$ cat src/rtl/bl_order_seq.sv
// Baseline ordering sequencer: walks every antenna pair of a frame once (plus the
// half-span repeats) and tags each with its accumulation buffer and triangle side.
module bl_order_seq #(
  parameter int N_ANTS  = 16,
  parameter int N_BUFS  = 2,
  parameter int ACC_LEN = 1,
  localparam int AW = $clog2(N_ANTS),
  localparam int BW = $clog2(N_BUFS)
) (
  input  logic          clk,
  input  logic          rst,
  input  logic          sync,
  input  logic          en,
  output logic [AW-1:0] ant_a,
  output logic [AW-1:0] ant_b,
  output logic [BW-1:0] buf_sel,
  output logic          last_triangle,
  output logic          dup,
  output logic          vld,
  output logic          frame_last,
  output logic          acc_last
);

  localparam int FW = (ACC_LEN > 1) ? $clog2(ACC_LEN) : 1;
  localparam logic [AW-1:0] HALF    = AW'(N_ANTS / 2);
  localparam logic [AW-1:0] LAST_B  = AW'(N_ANTS - 1);
  localparam logic [FW-1:0] FC_LAST = FW'(ACC_LEN - 1);

  logic [AW-1:0] r_b;
  logic [AW-1:0] r_k;
  logic [FW-1:0] r_frame_cnt;
  logic [BW-1:0] r_buf_idx;

  logic [AW-1:0] w_a;
  logic [BW-1:0] w_buf_sel;
  logic          w_step;
  logic          w_frame_end;
  logic          w_dup;

  // Derived pair and tags from the current (pre-update) state.
  always_comb begin
    w_a         = r_b + HALF + r_k;
    w_step      = en & ~sync;
    w_frame_end = (r_b == LAST_B) && (r_k == HALF);
    w_dup       = (r_k == {AW{1'b0}}) && (r_b >= HALF);
    // Pairs in the upper triangle belong to the accumulation that just closed.
    if (w_a > r_b) begin
      w_buf_sel = r_buf_idx - BW'(1);
    end else begin
      w_buf_sel = r_buf_idx;
    end
  end

  // Sequence, frame and buffer state; sync restarts regardless of en.
  always_ff @(posedge clk or posedge rst) begin
    if (rst) begin
      r_b         <= {AW{1'b0}};
      r_k         <= {AW{1'b0}};
      r_frame_cnt <= {FW{1'b0}};
      r_buf_idx   <= {BW{1'b0}};
    end else if (sync) begin
      r_b         <= {AW{1'b0}};
      r_k         <= {AW{1'b0}};
      r_frame_cnt <= {FW{1'b0}};
      r_buf_idx   <= {BW{1'b0}};
    end else if (en) begin
      if (r_k < HALF) begin
        r_k <= r_k + AW'(1);
      end else begin
        r_k <= {AW{1'b0}};
        r_b <= r_b + AW'(1);
      end
      if (w_frame_end) begin
        if (r_frame_cnt == FC_LAST) begin
          r_frame_cnt <= {FW{1'b0}};
          r_buf_idx   <= r_buf_idx + BW'(1);
        end else begin
          r_frame_cnt <= r_frame_cnt + FW'(1);
        end
      end
    end
  end

  // Registered outputs, one cycle behind the state they describe.
  always_ff @(posedge clk or posedge rst) begin
    if (rst) begin
      ant_a         <= {AW{1'b0}};
      ant_b         <= {AW{1'b0}};
      buf_sel       <= {BW{1'b0}};
      last_triangle <= 1'b0;
      dup           <= 1'b0;
      vld           <= 1'b0;
      frame_last    <= 1'b0;
      acc_last      <= 1'b0;
    end else begin
      ant_a         <= w_a;
      ant_b         <= r_b;
      buf_sel       <= w_buf_sel;
      last_triangle <= (w_a > r_b);
      dup           <= w_dup;
      vld           <= w_step;
      frame_last    <= w_step & w_frame_end;
      acc_last      <= w_step & w_frame_end & (r_frame_cnt == FC_LAST);
    end
  end

endmodule

$ cat config.mk
export PLATFORM = sky130hd
export DESIGN_NAME = bl_order_seq
export DESIGN_NICKNAME = d
export VERILOG_FILES = /design/src/rtl/bl_order_seq.sv
export SDC_FILE = /design/constraint.sdc
export NUM_CORES = 1
export LEC_CHECK = 0
export BUFFER_PORTS_ARGS = -buffer_cell sky130_fd_sc_hd__buf_4
export CAP_MARGIN = 20
export CORE_MARGIN = 2
export CORE_UTILIZATION = 35
export CTS_CLUSTER_SIZE = 30
export DETAILED_ROUTE_END_ITERATION = 10
export PLACE_DENSITY_LB_ADDON = 0.3
export SYNTH_ARGS = -nofsm -noshare
export SYNTH_HDL_FRONTEND = slang
export SYNTH_SLANG_ARGS = --single-unit
$ cat constraint.sdc
create_clock -name clk -period 2.4 [get_ports clk]
set_input_delay 0.48 -clock clk [delete_from_list [all_inputs] [get_ports clk]]
set_output_delay 0.48 -clock clk [all_outputs]
set_load 0.02 [all_outputs]
* After elaboration in Yosys (flattened, before gate mapping) *
Cells that the tools add are included.
Widths: inputs -> output; s select.

word-level totals
  flip-flop bits (word level) = 24
  latch bits = 0
  bits in writable memories = 0
  bits in read-only memories = 0
  input bits = 4
  output and inout port bits = 14
  logic and storage cells = 54
  memories = 0

cells by class
  add/sub/neg operators = 7
  multiply operators = 0
  div/mod/pow operators = 0
  magnitude comparators = 3
  eq/ne operators = 4
  shift-type cells = 0
  muxes and demuxes = 15
  bitwise gates (word level) = 5
  reductions and logical operators = 8

operators with widths
  cell                 number
  $mux 4               6
  $mux 1               9
  $add 4x1->4 const B  2
  $eq 4x4->1 const B   2
  $add 4x4->4          1
  $add 4x4->4 const B  1
  $ge 4x4->1 const B   1
  $gt 4x4->1           1
  $logic_not 4->1      1
  $lt 4x4->1 const B   1
  $ne 2x2->1 const B   2
  $reduce_and 2->1     2
  $reduce_bool 2->1    2
  $and 1x1->1          3
  $reduce_and 3->1     1
  $add 1x1->1 const B  2
  $logic_and 1x1->1    2
  $not 1->1            2
  $sub 1x1->1 const B  1

* Longest topological paths before layout *
Gate-level depths: netlist (run 1).

  depth in word-level cells = 5
  depth in mapped cells = 11
  gate-level depth less buffers = 11

* Least setup slack after synthesis (run 1) *
No wires, ideal clock.

  path type = reg2reg
  from = register r_b[1]
  to = register buf_sel
  library setup time = 0.126 ns
  arrival = 2.341 ns
  data required time = 2.274 ns
  slack = -0.067 ns
  cell stages (with the launch flop) = 12
  path buffers = 0
  clock period less this slack = 2.467 ns
  cell sequence = dfrtp_1 ha_1 ha_1 inv_1 fa_1 xor2_1 xnor2_1 ha_1 a21oi_1 o21ai_0 a21boi_2 xor2_1

on the way
  cells in the longest elaborated chain, start to end = 4

ends and longest elaborated chain
  item                       line  text
  start, declared            29    logic [AW-1:0] r_b;
  start signal, assigned     57    r_b <= {AW{1'b0}};
  start signal, assigned     62    r_b <= {AW{1'b0}};
  start signal, assigned     71    r_b <= r_b + AW'(1);
  $add 4x4->4 (2 in series)  42    w_a = r_b + HALF + r_k;
  net w_a[3]                 34    logic [AW-1:0] w_a;
  $gt 4x4->1                 47    if (w_a > r_b) begin
  $mux 1                     47
  net w_buf_sel              35    logic [BW-1:0] w_buf_sel;
  end signal, assigned       89    buf_sel <= {BW{1'b0}};
  end signal, assigned       98    buf_sel <= w_buf_sel;
  end, declared              16    output logic [BW-1:0] buf_sel,

The timed path passes the listed nets, and every way through them passes these cells.
A chain may end at the register's enable or synchronous reset.

* Final worst setup path (run 1) *
  from = register r_k[1]
  to = register buf_sel

on the way
  cells in the longest elaborated chain, start to end = 3

ends and longest elaborated chain
  item                    line  text
  start, declared         30    logic [AW-1:0] r_k;
  start signal, assigned  58    r_k <= {AW{1'b0}};
  start signal, assigned  63    r_k <= {AW{1'b0}};
  start signal, assigned  68    r_k <= r_k + AW'(1);
  $add 4x4->4             42
  net w_a[3]              34
  $gt 4x4->1              47
  $mux 1                  47
  net w_buf_sel           35

The timed path passes the listed nets, and every way through them passes these cells.

==> reports/results.md, run 1 <==
- **share of power burned in the clock network** 28.3%
- **# port buffers** 17
- **CTS clk-pin slew, worst paths** 0.11 ns
- **global-route wire length before repair** 2960 µm
- **buffer cell driving the clock tree root** clkbuf_4
- **Power, Total** 602 µW
- **area fraction of the dominant cell type after synthesis** 51.3%
- **syn nets** 111
- **vias in the first global route** 629
- **violations in the final reports** negative setup slack
- **number of synthesized flops with an enable pin** 0
- **critical path data required time** 2.60 ns
- **count of buffering cells on the critical path with inverters included** 1
- **signal arrival time at the worst endpoint** 2.68 ns
- **post-synthesis area per instance** 11.4 µm²
- **maximum achievable frequency** 0.402 GHz
- **effective utilization at floorplan** 36.1%
- **detailed-placement wirelength estimate** 1400 µm
- **cell types occupying the most area after synthesis** dfrtp_1 (51%), ha_1 (13%), inv_1 (4.2%)
- **most numerous cell in the Yosys netlist** dfrtp_1
- **share of power burned in combinational logic** 8.5%
- **number of antenna violations at the first check in global routing** 0
- **Period minus WS final** 2.49 ns
- **remaining global-route overflow** 0
- **Critical Path Slowest Stage Cell** dfrtp_2
- **maximum number of pins on one net before global-route repair** 23
- **capturing element type of the critical path** register
- **Vias per Instance** 4.49
- **count of yosys warnings during synthesis** 0
- **slowest stage delay, CP** 0.45 ns
- **final hold violation count** 0
- **global placement routability congestion** 0.716
- **total via count in the routed design** 683
- **library cell occupying the most area in the post-synthesis netlist** dfrtp_1
- **element type at the critical path start** register
- **CTS Sinks** 22
- **number of buffers inserted during clock tree synthesis** 3
- **Critical Path Fanout Max** 2
- **share of layout cells above drive strength 1** 31.9%
- **Max Cap Viol** 0
- **number of pins exceeding their max-slew limit in the final report** 0
- **count of TritonRoute iterations in the first routing pass** 3
- **crit path cell chain** ha_4, ha_4, inv_2, fa_2, xor2_2, xnor2_2, ha_1, a21oi_1, o21ai_1, a21boi_2, xor2_1
- **prevailing post-synth register cell** dfrtp_1
- **post-route core utilization** 45.1%
- **Worst Max-Slew Pin Slew** 0.825 ns
- **cell area after synthesis** 1070 µm²
- **fraction of power consumed by sequential logic** 63.2%
- **flop-to-flop setup slack** -0.09 ns
- **top-level I/O count** 18
- **Post-DRT Antenna Nets** 0
- **Synth Register Bits** 22
- **total number of H-tree levels** 1
- **most used cell along the critical path** ha_4
- **Ant. Diodes** 0
- **period utilization** 104%
- **Core Box Area** 2980 µm²
- **Hold Path Class** in -> async
- **worst setup slack after layout** -0.0877 ns
- **critical setup path kind** reg -> reg
- **net switching component of the power** 140 µW
- **final instance area** 1340 µm²
- **Post-Layout Cell Count** 152
- **Rows** 20
- **result of the run** complete, but fails checks
- **final count of negative-setup-slack endpoints** 1
- **reg2reg end** buf_sel
- **clk_lat worst skew** 0.30 ns
- **worst slew margin relative to its limit** 44.9%
- **internal power component** 462 µW
- **largest clock skew in the final design** 0.00396 ns
- **Crit. path cell count** 11
- **Die Width** 59.4 µm
- **count of cell types in the netlist** 24
- **Power Dens Cells** 448 nW/µm²
- **reg2reg path depth** 11
- **instance area at placement** 1290 µm²
- **remaining design rule violation count** 0
- **TritonCTS clock tree** built
- **clock tree buffer depth** 2
- **sum of routed wire length over all layers** 1800 µm
- **drt wl/cell** 11.9 µm
- **post-placement cell count** 148
- **sequential cell area fraction in the yosys report** 51.3%
- **R2R Path Start** r_k[1]
- **switching part of the total** 23.3%
- **hold-fix buffer count after cts** 0
- **Area Growth Syn to Fin** 25.2%
- **unrepaired setup endpoints after global routing** true
- **gr usage total** 11.6%
- **VDD IR max** 255 µV
- **share of flip-flops with an asynchronous set or reset** 100%
- **sum of negative setup slack** -0.0877 ns
- **height of the chip** 59.4 µm
- **Static Leak** 0.667 nW
- **area of the die** 3530 µm²
- **cell class contributing the biggest share of worst-path delay** adder cells
- **most frequent cells after synthesis** dfrtp_1 (22), inv_1 (12), ha_1 (11)
- **count of fill cells added during filler insertion** 278
- **initial detailed-routing violation count** 4
- **Post-Synthesis Cells** 94
- **number of nets at the end of the flow** 137
metrics by stage:
stage | hold slack, ns | setup slack, ns
global route | 0.380 | -0.211
floorplan | 0.406 | 0.00215
finish | 0.326 | -0.0877
CTS | 0.354 | -0.0781
detailed placement | 0.443 | -0.0690
global placement | 0.443 | -0.0104
cells by family (layout without fill, tap and decap cells):
logic type                 Yosys count  in the layout  share of synthesized area (%)
AOI/OAI and AO/OA                    9              9                           4.78
xor gates and xnor gates             9              9                           7.34
DFF                                 22             22                           51.3
buffers and inverters               15             40                           6.29
adders and majority gates           13             13                           16.6
and+or+nand+nor                     26             26                           13.8
final cells by class:
cell class	count	area, µm²	share of cell area [%]
clock buffers	4	26.3	1.96
inverters	12	45.0	3.35
multi-input cells	57	498	37.1
flip-flops and latches	22	553	41.2
well taps	33	41.3	3.07
repair buffers	24	180	13.4
worst reg2reg max path, stage by stage (launching register included):
cell	delay, ns
dfrtp_2	0.45
ha_4	0.28
ha_4	0.12
inv_2	0.03
fa_2	0.36
xor2_2	0.17
xnor2_2	0.15
ha_1	0.32
a21oi_1	0.14
o21ai_1	0.07
a21boi_2	0.16
xor2_1	0.14
worst max-delay path by stage:
stage / slack (ns) / endpoint / startpoint
2_1_floorplan: 0.002 / buf_sel / r_b[1]
3_3_place_gp: -0.01 / buf_sel / r_b[1]
3_5_place_dp: -0.07 / buf_sel / r_k[1]
4_1_cts: -0.08 / buf_sel / r_k[1]
5_1_grt: -0.21 / buf_sel / r_k[1]
6_report: -0.09 / buf_sel / r_k[1]
power groups by stage:
stage          Clock [mW]  Combinational (mW)  Sequential (mW)
2_1_floorplan           0              0.0223            0.394
3_3_place_gp            0              0.0500            0.387
3_5_place_dp            0              0.0511            0.388
4_1_cts             0.176              0.0510            0.381
5_1_grt             0.199              0.0581            0.381
6_report            0.171              0.0510            0.381
sequential cells by signal, indices dropped and copies added, names as in the netlist:
register       flops
r_k                4
last_triangle      1
r_buf_idx          1
vld                1
r_b                4
dup                1
ant_a              4
ant_b              4
buf_sel            1
acc_last           1
what timing repair did:
action / 4_1_cts / 5_1_grt
buffers inserted: 0 / 0
endpoints found under the setup margin: 1 / 2
pin swaps: 3 / 5
cloned: 0 / 0
gates resized for setup: 1 / 5
routing by layer:
metal / track usage, % / part of all wire [%] / up-vias
met5: 0 / 0 / -
met4: 5.84 / 1.9 / 0
met3: 2.84 / 4.2 / 5
met2: 18.5 / 49 / 15
met1: 14.7 / 45 / 318
li1: - / - / 345
layout by cell type (no fill, tap or decap), types with 2 or more instances in the layout:
| cell type | instances |
|---|---|
| nand3b_1 | 2 |
| nor2_1 | 9 |
| a21oi_1 | 7 |
| ha_4 | 2 |
| nand2_1 | 5 |
| xnor2_1 | 4 |
| dfrtp_1 | 20 |
| buf_4 | 24 |
| dfrtp_2 | 2 |
| inv_1 | 11 |
| nand2b_1 | 2 |
| xor2_1 | 3 |
| clkbuf_4 | 3 |
| ha_1 | 9 |
Power figures use the tool's default switching activity.
==> run 2: changes to the inputs <==
BUFFER_PORTS_ARGS = -buffer_cell sky130_fd_sc_hd__clkbuf_2   (was -buffer_cell sky130_fd_sc_hd__buf_4)
CTS_CLUSTER_SIZE = 12   (was 30)
==> run 2 against run 1 <==
Against the previous run: the flow still finishes with violations (negative setup slack); register-to-register slack improved by 0.06 ns; power up 4.7%; core utilization decreased by 1.2 points; hold slack lost 0.040 ns; global-route usage about the same; final area down 2.7%; clock power rose by 18%; routed wire length decreased by 1.6%; non-clock buffer count is 1 higher; clock skew grew 0.0038 ns; critical path depth did not move; combinational power decreased by 5.5%.
==> reports/results.md, run 2 (synthesis gave the netlist of run 1 again) <==
- **result of the run** complete, but fails checks
- **violations in the final reports** negative setup slack
- **global-route wire length before repair** 3020 µm
- **worst slew margin relative to its limit** 46.6%
- **Critical Path Fanout Max** 2
- **Power Dens Cells** 482 nW/µm²
- **capturing element type of the critical path** register
- **minimum setup slack after placement** -0.0888 ns
- **hold-fix buffer count after cts** 0
- **Worst Max-Slew Pin Slew** 0.801 ns
- **share of layout cells above drive strength 1** 32.5%
- **Ant. Diodes** 0
- **final hold violation count** 0
- **total via count in the routed design** 713
- **maximum achievable frequency** 0.411 GHz
- **commonest non-fill, non-tap cell in the layout** dfrtp_1
- **Hold Path Class** in -> async
- **area of the die** 3530 µm²
- **flop-to-flop setup slack** -0.03 ns
- **final count of negative-setup-slack endpoints** 1
- **drt wl/cell** 11.6 µm
- **gr usage total** 11.7%
- **signal arrival time at the worst endpoint** 2.63 ns
- **effective utilization at floorplan** 36.1%
- **final instance area** 1310 µm²
- **initial detailed-routing violation count** 6
- **unrepaired setup endpoints after global routing** true
- **number of antenna violations at the first check in global routing** 0
- **number of pins exceeding their max-slew limit in the final report** 0
- **CTS clk-pin slew, worst paths** 0.12 ns
- **total number of H-tree levels** 1
- **Rows** 20
- **CTS Sinks** 22
- **clk_lat worst skew** 0.30 ns
- **TritonCTS clock tree** built
- **height of the chip** 59.4 µm
- **count of fill cells added during filler insertion** 293
- **number of buffers inserted during clock tree synthesis** 3
- **Area Growth Syn to Fin** 21.8%
- **largest clock skew in the final design** 0.00776 ns
- **remaining global-route overflow** 0
- **top-level I/O count** 18
- **count of TritonRoute iterations in the first routing pass** 4
- **footprint of the multi-input gates** 487 µm²
- **Max Cap Viol** 0
- **remaining design rule violation count** 0
- **Post-DRT Antenna Nets** 0
- **period utilization** 101%
- **buffer cell driving the clock tree root** clkbuf_4
- **VDD IR max** 237 µV
- **number of nets at the end of the flow** 138
- **commonest non-fill, non-tap cells in the layout** dfrtp_1 (20), clkbuf_2 (17), inv_1 (11)
- **Period minus WS final** 2.43 ns
- **element type at the critical path start** register
- **critical path data required time** 2.60 ns
- **Static Leak** 0.659 nW
- **Die Width** 59.4 µm
- **detailed-placement wirelength estimate** 1380 µm
- **critical setup path kind** reg -> reg
- **global placement routability congestion** 0.718
- **Vias per Instance** 4.66
- **instance area at placement** 1250 µm²
- **sum of routed wire length over all layers** 1780 µm
- **worst setup slack after layout** -0.0310 ns
- **maximum number of pins on one net before global-route repair** 23
- **Core Box Area** 2980 µm²
- **clock tree buffer depth** 2
- **# port buffers** 17
- **post-route core utilization** 43.9%
- **vias in the first global route** 694
- **sequential cell area in the final layout** 553 µm²
-- run 2: cell types whose count changed in the layout (fill, tap and decap cells not counted), sizes merged --
cell,change
clkbuf,+17
buf,-16
-- run 2: timing repair --
| action | in CTS | in global routing |
|---|---|---|
| gates resized for setup | 1 | 4 |
| buffers inserted | 1 | 0 |
| endpoints found under the setup margin | 1 | 2 |
| pin swaps | 3 | 2 |
-- run 2: worst paths after layout --
kind | startpoint | endpoint | cells after the start
setup / recovery | r_k[1] | buf_sel | 11
hold / removal | rst | ant_a[0] | 2
setup reg to reg | r_k[1] | buf_sel | 11
hold reg to reg | r_b[3] | ant_b[3] | 0
max in group asynchronous | rst | r_k[1] | 2
min in group clk | r_b[3] | ant_b[3] | 0
-- run 2: final cells by class --
class	count	share of cell area [%]
flip-flops and latches	22	42.3
multi-input cells	57	37.2
well taps	33	3.16
inverters	12	3.44
repair buffers	25	11.1
clock buffers	4	2.78
-- run 2: where the power goes --
part           internal (mW)  total (mW)  leakage (nW)  switching (mW)
combinational         0.0167      0.0482         0.353          0.0315
sequential             0.377       0.381         0.285         0.00340
clock                 0.0925       0.202        0.0210           0.109
-- run 2: per-layer routing --
metal  part of all wire (%)  track usage (%)
met5                      0                0
met4                   0.73             3.90
met3                    4.6             2.62
met2                     50             19.8
met1                     44             14.6
-- run 2: worst max-delay path, cell delays in order, from the launching register on --
cell      delay, ns
dfrtp_2        0.45
ha_4           0.28
ha_4           0.12
inv_2          0.03
fa_2           0.33
xor2_1         0.16
xnor2_1        0.19
ha_1           0.29
a21oi_2        0.12
o21ai_1        0.06
a21boi_2       0.16
xor2_1         0.13
-- run 2: per-stage QoR --
step	hold slack (ns)	power, mW	instances	TNS [ns]
4_1_cts	0.327	0.637	153	-0.0861
5_1_grt	0.336	0.661	153	-0.135
3_5_place_dp	0.452	0.436	148	-0.0888
2_1_floorplan	0.406	0.417	94	0
6_report	0.286	0.630	153	-0.0310
3_3_place_gp	0.440	0.434	148	-0.0114
==> run 3: changes to the inputs <==
CORE_UTILIZATION = 48   (was 35)
==> run 3 against run 2 <==
Against the previous run: the run still ends with negative setup slack left; count of clock-buffer cells in the layout stayed put; sequential power about the same; core utilization rose by 17 points; critical endpoint unchanged; largest cell class unchanged; combinational power is 2% higher; largest power group unchanged; register-to-register slack got worse by 0.04 ns; routed wire length fell by 1.7%; sequential share of layout area shrank 0.44 points; via count down 1.8%.
==> reports/results.md, run 3 (synthesis gave the netlist of run 1 again) <==
- **total via count in the routed design** 700
- **net switching component of the power** 135 µW
- **post-route core utilization** 60.9%
- **maximum achievable frequency** 0.404 GHz
- **share of power burned in combinational logic** 8.2%
- **Die Width** 51.3 µm
- **Power Dens Cells** 450 nW/µm²
- **CTS clk-pin slew, worst paths** 0.12 ns
- **sum of routed wire length over all layers** 1740 µm
- **final count of negative-setup-slack endpoints** 1
- **signal arrival time at the worst endpoint** 2.69 ns
- **total number of H-tree levels** 1
- **initial detailed-routing violation count** 1
- **number of antenna violations at the first check in global routing** 0
- **instance area at placement** 1240 µm²
- **remaining design rule violation count** 0
- **effective utilization at floorplan** 49.5%
- **Post-Layout Cell Count** 150
- **crit path cell chain** ha_4, ha_4, inv_2, fa_2, xor2_2, xnor2_2, ha_1, nand2_1, o21ai_1, a21boi_2, xor2_1
- **switching part of the total** 22.8%
- **Post-DRT Antenna Nets** 0
- **most used cell along the critical path** ha_4
- **commonest non-fill, non-tap cell in the layout** dfrtp_1
- **buffer cell driving the clock tree root** clkbuf_4
- **minimum setup slack after placement** -0.0315 ns
- **CTS Sinks** 22
- **final hold violation count** 0
- **VDD IR max** 278 µV
- **Power, Total** 595 µW
- **count of buffering cells on the critical path with inverters included** 1
- **clk_lat worst skew** 0.29 ns
- **Area Growth Syn to Fin** 23.1%
- **share of power burned in the clock network** 27.8%
- **Static Leak** 0.668 nW
- **height of the chip** 51.3 µm
- **period utilization** 103%
- **Worst Max-Slew Pin Slew** 0.801 ns
- **drt wl/cell** 11.6 µm
- **worst setup slack after layout** -0.0738 ns
- **violations in the final reports** negative setup slack
- **post-placement cell count** 143
- **Core Box Area** 2170 µm²
- **critical path data required time** 2.62 ns
- **number of nets at the end of the flow** 140
- **TritonCTS clock tree** built
- **largest clock skew in the final design** 0.0106 ns
- **global placement routability congestion** 0.796
- **share of layout cells above drive strength 1** 34.4%
- **number of pins exceeding their max-slew limit in the final report** 0
- **unrepaired setup endpoints after global routing** true
- **gr usage total** 15.9%
- **Rows** 17
- **Hold Path Class** in -> async
- **global-route wire length before repair** 3000 µm
- **Critical Path Fanout Max** 2
- **critical setup path kind** reg -> reg
- **remaining global-route overflow** 0
- **Ant. Diodes** 0
- **Critical Path Slowest Stage Cell** dfrtp_2
- **Max Cap Viol** 0
- **clock tree buffer depth** 2
- **Period minus WS final** 2.47 ns
- **Vias per Instance** 4.67
- **slowest stage delay, CP** 0.44 ns
- **fraction of power consumed by sequential logic** 63.9%
- **maximum number of pins on one net before global-route repair** 23
- **top-level I/O count** 18
- **element type at the critical path start** register
- **final instance area** 1320 µm²
- **number of buffers inserted during clock tree synthesis** 3
- **capturing element type of the critical path** register
- **commonest non-fill, non-tap cells in the layout** dfrtp_1 (20), clkbuf_2 (17), inv_1 (11)
- **# port buffers** 17
- **cell class contributing the biggest share of worst-path delay** adder cells
- **detailed-placement wirelength estimate** 1340 µm
- **area of the die** 2630 µm²
- **result of the run** complete, but fails checks
- **vias in the first global route** 721
- **count of TritonRoute iterations in the first routing pass** 3
- **worst slew margin relative to its limit** 46.5%
- **internal power component** 459 µW
==> run 3: cell count changes in the layout (fill, tap and decap cells not counted) <==
cell,before,now
clkbuf_8,1,0
xnor2_1,5,4
clkbuf_1,0,1
xor2_2,0,1
buf_4,8,10
xor2_1,4,3
xnor2_2,0,1
==> run 3: path summary, 6_finish.rpt <==
kind | start | endpoint | slack (ns) | cells after the start
max | r_k[1] | buf_sel | -0.07 | 11
min | rst | ant_b[1] | 0.30 | 2
max reg2reg | r_k[1] | buf_sel | -0.07 | 11
min reg2reg | r_b[3] | ant_b[3] | 0.48 | 0
max in group asynchronous | rst | r_b[1] | 1.56 | 2
min in group clk | r_b[3] | ant_b[3] | 0.48 | 0
==> run 3: power by group through the flow <==
stage	Sequential (mW)	Combinational, mW	Clock (mW)
2_1_floorplan	0.394	0.0223	0
3_3_place_gp	0.387	0.0460	0
3_5_place_dp	0.388	0.0474	0
4_1_cts	0.380	0.0490	0.169
5_1_grt	0.381	0.0570	0.189
6_report	0.380	0.0491	0.166
==> run 3: per-stage QoR <==
step                hold WS (ns)  setup TNS (ns)
floorplan                  0.406               0
global placement           0.440        -0.00776
detailed placement         0.456         -0.0315
CTS                        0.318         -0.0469
global route               0.370          -0.264
finish                     0.299         -0.0738
==> run 3: layout make-up <==
type / count / area, µm²
Timing Repair Buffer: 27 / 160
Multi-Input combinational cell: 57 / 502
Sequential cell: 22 / 553
Tap cell: 28 / 35.0
Fill cell: 192 / 848
Inverter: 12 / 45.0
Clock buffer: 4 / 26.3
==> run 3: timing repair <==
action / in CTS / in global routing
buffers inserted: 2 / 1
pin swaps: 3 / 3
hold buffers: 0 / 0
setup endpoints to repair: 1 / 2
resized for setup: 1 / 6
==> run 3: layer usage <==
| metal | track usage, % | wire [µm] |
|---|---|---|
| met2 | 29.7 | 945 |
| met5 | 0 | 0 |
| met4 | 6.58 | 16 |
| met3 | 2.63 | 55 |
| met1 | 17.6 | 725 |
